## config.mk

```make
export PLATFORM = sky130hd
export DESIGN_NAME = traffic_ctrl_rr
export DESIGN_NICKNAME = d
export VERILOG_FILES = /design/src/rtl/traffic_ctrl_rr.sv
export SDC_FILE = /design/constraint.sdc
export NUM_CORES = 1
export LEC_CHECK = 0
export CELL_PAD_IN_SITES_DETAIL_PLACEMENT = 1
export CELL_PAD_IN_SITES_GLOBAL_PLACEMENT = 1
export CORE_UTILIZATION = 35
export DETAILED_ROUTE_END_ITERATION = 6
export GPL_TIMING_DRIVEN = 0
export PLACE_DENSITY = 0.73
export SKIP_LAST_GASP = 1
export SYNTH_ARGS = -nofsm -noshare
export SYNTH_HDL_FRONTEND = slang
export SYNTH_SLANG_ARGS = --single-unit
export TNS_END_PERCENT = 10
```

## constraint.sdc

```tcl
create_clock -name i_clock -period 2.68 [get_ports i_clock]
set_input_delay 0.536 -clock i_clock [delete_from_list [all_inputs] [get_ports i_clock]]
set_output_delay 0.536 -clock i_clock [all_outputs]
set_load 0.02 [all_outputs]
```

## src/rtl/traffic_ctrl_rr.sv

```systemverilog
// traffic_ctrl_rr: N-way traffic-light controller.
// Approaches take turns in round-robin order. Each turn runs GREEN -> YELLOW -> ALL_RED.
// Green time is bounded below by MIN_GREEN. When other approaches are waiting, it is also
// bounded above by MAX_GREEN. Lamp outputs decode registered state only.
module traffic_ctrl_rr #(
    parameter int NUM_DIR   = 4,
    parameter int MIN_GREEN = 4,
    parameter int MAX_GREEN = 8,
    parameter int YELLOW    = 2,
    parameter int CLEAR     = 1,
    parameter int CNT_W     = 8
) (
    input  logic                       i_clock,
    input  logic                       i_reset,
    input  logic [NUM_DIR-1:0]         i_car,
    output logic [NUM_DIR-1:0]         o_green,
    output logic [NUM_DIR-1:0]         o_yellow,
    output logic [NUM_DIR-1:0]         o_red,
    output logic [$clog2(NUM_DIR)-1:0] o_active,
    output logic [1:0]                 o_phase
);

    localparam int AW = $clog2(NUM_DIR);

    // Last timer value of each phase. The timer is 0 in the first cycle of a phase.
    localparam logic [CNT_W-1:0] MIN_LAST  = CNT_W'(MIN_GREEN - 1);
    localparam logic [CNT_W-1:0] MAX_LAST  = CNT_W'(MAX_GREEN - 1);
    localparam logic [CNT_W-1:0] YEL_LAST  = CNT_W'(YELLOW - 1);
    localparam logic [CNT_W-1:0] CLR_LAST  = CNT_W'((CLEAR > 0) ? CLEAR - 1 : 0);
    localparam logic [CNT_W-1:0] TIMER_MAX = '1;

    typedef enum logic [1:0] {
        PH_GREEN   = 2'd0,
        PH_YELLOW  = 2'd1,
        PH_ALL_RED = 2'd2
    } phase_e;

    phase_e            phase_q, phase_d;
    logic [AW-1:0]     active_q, active_d;
    logic [AW-1:0]     next_q, next_d;
    logic [CNT_W-1:0]  timer_q, timer_d;

    logic [NUM_DIR-1:0] active_mask;
    logic [NUM_DIR-1:0] car_rot;
    logic               other_req;
    logic               active_req;
    logic               pick_found;
    logic [AW-1:0]      rr_pick;
    logic               green_done;

    // Request summary relative to the approach that currently owns the phase
    always_comb begin
        active_mask = NUM_DIR'(1) << active_q;
        other_req   = |(i_car & ~active_mask);
        active_req  = |(i_car & active_mask);
    end

    // Round-robin search: rotate requests so bit j means approach (active+j) mod NUM_DIR
    always_comb begin
        car_rot    = NUM_DIR'({i_car, i_car} >> active_q);
        pick_found = 1'b0;
        rr_pick    = active_q;
        for (int j = 0; j < NUM_DIR; j++) begin
            if (j > 0 && !pick_found && car_rot[j]) begin
                pick_found = 1'b1;
                rr_pick    = AW'((int'(active_q) + j) % NUM_DIR);
            end
        end
    end

    // Phase sequencing and timer next-state
    always_comb begin
        // NOTE: every signal gets a default before the case, so no path leaves it unassigned (no latch).
        phase_d    = phase_q;
        active_d   = active_q;
        next_d     = next_q;
        timer_d    = (timer_q == TIMER_MAX) ? timer_q : timer_q + 1'b1;
        green_done = (timer_q >= MIN_LAST) && other_req &&
                     (!active_req || timer_q >= MAX_LAST);

        case (phase_q)
            PH_GREEN: begin
                if (green_done) begin
                    phase_d = PH_YELLOW;
                    timer_d = '0;
                    next_d  = rr_pick;
                end
            end
            PH_YELLOW: begin
                if (timer_q == YEL_LAST) begin
                    timer_d = '0;
                    if (CLEAR > 0) begin
                        phase_d = PH_ALL_RED;
                    end else begin
                        phase_d  = PH_GREEN;
                        active_d = next_q;
                    end
                end
            end
            PH_ALL_RED: begin
                if (timer_q == CLR_LAST) begin
                    phase_d  = PH_GREEN;
                    active_d = next_q;
                    timer_d  = '0;
                end
            end
            default: begin
                phase_d = PH_GREEN;
                timer_d = '0;
            end
        endcase
    end

    // State register with synchronous reset that overrides any phase
    always_ff @(posedge i_clock) begin
        // NOTE: non-blocking assignments, so every register samples the pre-edge values.
        if (i_reset) begin
            phase_q  <= PH_GREEN;
            active_q <= '0;
            next_q   <= '0;
            timer_q  <= '0;
        end else begin
            phase_q  <= phase_d;
            active_q <= active_d;
            next_q   <= next_d;
            timer_q  <= timer_d;
        end
    end

    // Lamp decode from registered phase/active only
    always_comb begin
        o_green  = (phase_q == PH_GREEN)  ? active_mask : '0;
        o_yellow = (phase_q == PH_YELLOW) ? active_mask : '0;
        o_red    = ~(o_green | o_yellow);
        o_active = active_q;
        o_phase  = phase_q;
    end

endmodule
```

==> metrics, run 1 <==
total die area=0.003344 mm^2; Initial Utilization=38.25%; Period Utilization, post-route=93.01%; drt via density=approximately 5.3; placed insts=182; Die X=between 50 and 60 um; HPWL Detailed=1.997 mm; Sequential Area=280.3 um^2; failing checks=design-rule violations; total track usage=between 15 and 20%; die height=57.83 um; distinct cell type count after synthesis=36; layout net count=169; Final ANT Viol Nets=0; hold_sp=next_q[1]; most frequent cells in the layout=clkdlybuf4s50_1 (20), nor2_1 (16), nand2b_1 (16); total wire length=2.599 mm; post-route insts no fill=186; Reg clk slew, reported paths=about 90 ps; H-tree depth=1; initial antenna violation count=0; fin. max-slew vios=0; gr ovfl total=0; Ys Warns=0; Seq/Total Area, Yosys=around 26%; nature of the critical path endpoint=primary output; arrival time at the worst endpoint=1960 ps; critical path type=flip-flop to primary output; Synth async-reset ratio=0%; Max-Cap Viols=0; fmax=401.2 MHz; post-synthesis instance area=0.001091 mm^2; Hold Path Class=flip-flop to flip-flop; IO buf count=20; Skew-Pair Late Insertion Delay=280 ps; Worst R2R Start=o_active[0]; measured slew at the worst slew-check pin=~470 ps; diodes inserted=0; Hold EP=next_q[1]; Leak Pwr=0.0005377 uW; multi-input logic area=roughly 770 um^2; WHS Path Cells=2; Initial DRC Count=38; num rows=19; final hold vios=0; Register-to-Register Path Depth=7; Slowest-stage cell, CP=clkdlybuf4s50_1; clock root cell=clkbuf_4; vias=about 990; Final setup violation count=0; ratio of cells with drive above 1 in the final layout=under 10%; Sum Neg Setup Slack=0 ps; min Tclk post-route=about 2500 ps; Area growth syn-to-layout=25.23%; run status=complete, but fails checks; DR DRC count=3; CTS buffer count=3; Resized Gates After CTS=0; routed len/inst=between 10 and 15 um; R2R Setup Slk=between 300 and 400 ps; fillcell total=354; Max Clock Skew=1.673 ps; CTS tree=yes; Num Clock Sinks=14; Startpoint Class=flip-flop; power per cell area=494.1 mW/mm^2; first-pass GRT wire length=roughly 4.4 mm; final core occ=47.89%; minimum hold slack=472.2 ps; crit path cell chain=inv_1 -> ha_1 -> nand2b_1 -> clkdlybuf4s50_1; Crit Path Max Fanout=11; number of synthesized flops with an enable pin=0; GP Congestion=~0.74; reg-to-reg endpoint=o_phase[0]; FF+latch count, synth=14; Clock Tree Buf Depth=2; Worst VDD drop=219.2 uV; Tot Pwr=675.1 uW; CTS Hold Bufs=0; Core ar.=0.002853 mm^2; top_reg_cell synth=dfxtp_1; slowest stage delay, CP=approximately 600 ps; synthesized area per cell=8.329 um^2; net count after synthesis=144; RSZ-0062 raised after global routing=false; Worst EP required=between 2000 and 2500 ps; relative slew slack=68.72%; commonest non-fill, non-tap cell in the layout=clkdlybuf4s50_1; # IOs=22; Initial DRT Pass Iterations=6; Mapped Cells=131; vias in the first global route=981; Setup Buffers After CTS=0; largest net degree at the start of global routing=12
synthesized netlist by cell type, types with 3 or more instances:
cell type	instances	area (um^2)
xor2_1	3	26.28
nor3_1	4	20.02
dfxtp_1	14	280.3
nand4_1	4	25.02
nand2_1	10	37.54
and2_1	9	56.30
inv_1	8	30.03
ha_1	7	87.58
nand2b_1	16	100.1
nor2_1	16	60.06
a21oi_1	7	35.03
mux2i_1	5	50.05
stage by stage:
step | setup slack, ps | area [um^2]
after CTS | 149.8 | 1366
final | 187.3 | 1366
after global placement | 178.8 | 1330
after global routing | 18.15 | 1366
after detailed placement | 147.7 | 1330
after floorplan | 479.5 | 1091
registers in the layout, indices dropped and copies added (netlist names):
name / cells
next_q: 2
timer_q: 8
o_active: 2
o_phase: 2
cells by family (layout without fill, tap and decap cells):
logic type	after synthesis	count (layout)	share of synthesized area, %
compound gates	22	22	18.69
xor+xnor	4	4	3.212
fa+ha+maj	7	7	8.027
buf+inv	10	34	3.670
flops	14	14	25.69
mux	5	5	4.587
simple gates	69	69	36.12
worst max-delay path, delay by kind of cell (launching register included):
family                     cells  cell delay [ps]
DFF                            1              530
and+or+nand+nor                1               90
adders and majority gates      1              290
buffers and inverters          2              770
per-layer routing:
metal  global-route usage (%)  vias up  share of wire, %
li1                         -      509                 -
met1                    21.02      457                47
met2                    29.72       18                48
met3                    1.339        4               3.2
met4                    9.184        0               1.7
met5                        0        -                 0
layout make-up:
class,count,share of cell area (%)
clock buffer,4,2.656
sequential,14,20.51
timing repair buffer,20,14.65
inverter,8,2.198
multi-input combinational,107,56.41
tap,31,2.839
buffer,2,0.7326
how the worst max path moves through the flow:
stage                 from  cells past startpoint  slack (ps)     endpoint
6_report       o_active[0]                      4         190     o_red[0]
5_1_grt        o_active[0]                      4          20  o_yellow[0]
4_1_cts        o_active[0]                      4         150     o_red[0]
3_5_place_dp      i_car[3]                      6         150   o_phase[0]
3_3_place_gp      i_car[3]                      6         180   o_phase[0]
2_1_floorplan  o_active[0]                      7         480   o_phase[0]
report_power, final:
group          internal, uW  switching (uW)  total, uW
combinational           116             136        252
sequential              234            33.8        268
clock                  82.7            72.3        155
Note: power is estimated with default switching activity, not from simulation.
==> run 2, diff against run 1 <==
--- a/config.mk
+++ b/config.mk
@@ -7,10 +7,11 @@
 export LEC_CHECK = 0
 export CELL_PAD_IN_SITES_DETAIL_PLACEMENT = 1
 export CELL_PAD_IN_SITES_GLOBAL_PLACEMENT = 1
-export CORE_UTILIZATION = 35
+export CORE_UTILIZATION = 37
 export DETAILED_ROUTE_END_ITERATION = 6
 export GPL_TIMING_DRIVEN = 0
-export PLACE_DENSITY = 0.73
+export PLACE_DENSITY = 0.77
+export RECOVER_POWER = 100
 export SKIP_LAST_GASP = 1
 export SYNTH_ARGS = -nofsm -noshare
 export SYNTH_HDL_FRONTEND = slang
==> run 2 against run 1 <==
Against the previous run:
- the flow now finishes without violations
- cell area down 2.4%
- register-to-register slack got worse by 30 ps
- sequential share of layout area is 0.50 points higher
- wire length grew 3.7%
- critical path depth did not move
- final cell count fell by 0.54%
- largest power group unchanged
==> metrics, run 2 (synthesis results as in run 1) <==
CTS tree=yes; vias=1027 (+3.9%); initial antenna violation count=0 (unchanged); routed len/inst=14.57 um (+4.3%); Skew-Pair Late Insertion Delay=280 ps (about the same); Startpoint Class=flip-flop; RSZ-0062 raised after global routing=false; largest net degree at the start of global routing=12 (unchanged); Largest register FFs=8 (unchanged); arrival time at the worst endpoint=2000 ps (+40 ps); IO buf count=20 (unchanged); Crit Path Max Fanout=9 (-2); GP Congestion=0.7788 (+5.0%); Post-DP Area=0.001330 mm^2 (unchanged); total die area=0.003170 mm^2 (-5.2%); diodes inserted=0 (unchanged); Max Clock Skew=10.61 ps (+8.939 ps); minimum hold slack=478.1 ps (+5.963 ps); final hold vios=0 (unchanged); fin. max-slew vios=0 (unchanged); multi-input logic area=752.0 um^2 (-2.4%); relative slew slack=45.39% (-23 points); most frequent cells in the layout=nor2_1 (16), nand2b_1 (16), dfxtp_1 (14); Resized Gates After CTS=0 (unchanged); Initial DRT Pass Iterations=4 (-2); first-pass GRT wire length=4.836 mm (+10%); critical path type=flip-flop to primary output; Period Utilization, post-route=94.53% (+1.5 points); # IOs=22 (unchanged); Worst EP required=2140 ps (about the same); Initial Utilization=39.23% (+0.98 points); num rows=19 (unchanged); Setup Buffers After CTS=0 (unchanged); Die X=56.30 um (-2.6%); Sum Neg Setup Slack=0 ps (unchanged); gr ovfl total=0 (unchanged); run status=finished, final reports clean; vias in the first global route=1007 (+2.7%); measured slew at the worst slew-check pin=807.7 ps (+340.3 ps); min Tclk post-route=2533 ps (+40.76 ps); Clock Tree Buf Depth=2 (unchanged); Finished Cell Area=0.001334 mm^2 (-2.4%); final core occ=47.95% (+0.059 points); Top reg by flops=timer_q; Reg clk slew, reported paths=70 ps (-20 ps); Final ANT Viol Nets=0 (unchanged); power per cell area=469.4 mW/mm^2 (-5.0%); total wire length=2.695 mm (+3.7%); Area growth syn-to-layout=22.25%; Leak Pwr=0.0005481 uW (+1.9%); layout net count=169 (unchanged); DR DRC count=0 (-3); Num Clock Sinks=14 (unchanged); Max-Cap Viols=0 (unchanged); nature of the critical path endpoint=primary output; die height=56.30 um (-2.6%); HPWL Detailed=2.148 mm (+7.6%); ratio of cells with drive above 1 in the final layout=7.143% (-1.9 points); clock root cell=clkbuf_4; drt via density=5.551 (+4.5%); fmax=394.7 MHz (-1.6%); Final setup violation count=0 (unchanged); Initial DRC Count=19 (-50%); fillcell total=340 (-4.0%); Hold Path Class=flip-flop to flip-flop; CTS Hold Bufs=0 (unchanged); H-tree depth=1 (unchanged); Worst VDD drop=339.7 uV (+55%); total track usage=19.14% (+2.0 points); Core ar.=0.002781 mm^2 (-2.5%); Sequential Area=280.3 um^2 (unchanged); CTS buffer count=3 (unchanged)
run 2: cell types whose count changed in the layout (fill, tap and decap cells not counted):
cell,delta
or4_1,+1
dlygate4sd3_1,+10
and2_0,+1
nor4b_4,-1
and2_1,-1
clkbuf_8,-1
or4_4,-1
nor4b_1,+1
clkdlybuf4s50_1,-10
run 2: routing by layer:
| layer | global-route usage, % | wire length [um] |
|---|---|---|
| met1 | 24.32 | 1199 |
| met2 | 32.82 | 1341 |
| met3 | 1.843 | 106 |
| met4 | 8.362 | 47 |
| met5 | 0 | 0 |
run 2: worst max-delay path, stage by stage (launching register included):
cell and delay, ps:
dfxtp_1 500, inv_1 160, ha_1 270, and2_1 150, dlygate4sd3_1 650
run 2: worst paths after layout:
| check | startpoint | to | slack (ps) | cells after the start |
|---|---|---|---|---|
| min reg2reg | next_q[1] | next_q[1] | 480 | 2 |
| min | next_q[1] | next_q[1] | 480 | 2 |
| max reg2reg | o_active[0] | o_phase[0] | 290 | 7 |
| max | o_active[1] | o_yellow[1] | 150 | 4 |
run 2: final cells by class:
cell class	instances	area share (%)
buffer	2	0.7505
inverter	8	2.251
multi-input combinational	107	56.38
clock buffer	3	1.689
sequential	14	21.01
timing repair buffer	20	15.01
tap	31	2.908
run 2: per-stage QoR:
| stage | power, uW | worst slack, ps | cells |
|---|---|---|---|
| final | 626.0 | 146.6 | 185 |
| after floorplan | 450.7 | 479.5 | 131 |
| after CTS | 654.3 | 139.8 | 185 |
| after global routing | 680.0 | 28.29 | 185 |
| after global placement | 518.8 | 194.6 | 182 |
| after detailed placement | 534.4 | 120.7 | 182 |
run 2: power by group:
group / switching, uW / internal (uW)
logic: 139 / 105
clock network: 64.3 / 52.1
registers: 31.1 / 234
total: 234 / 392
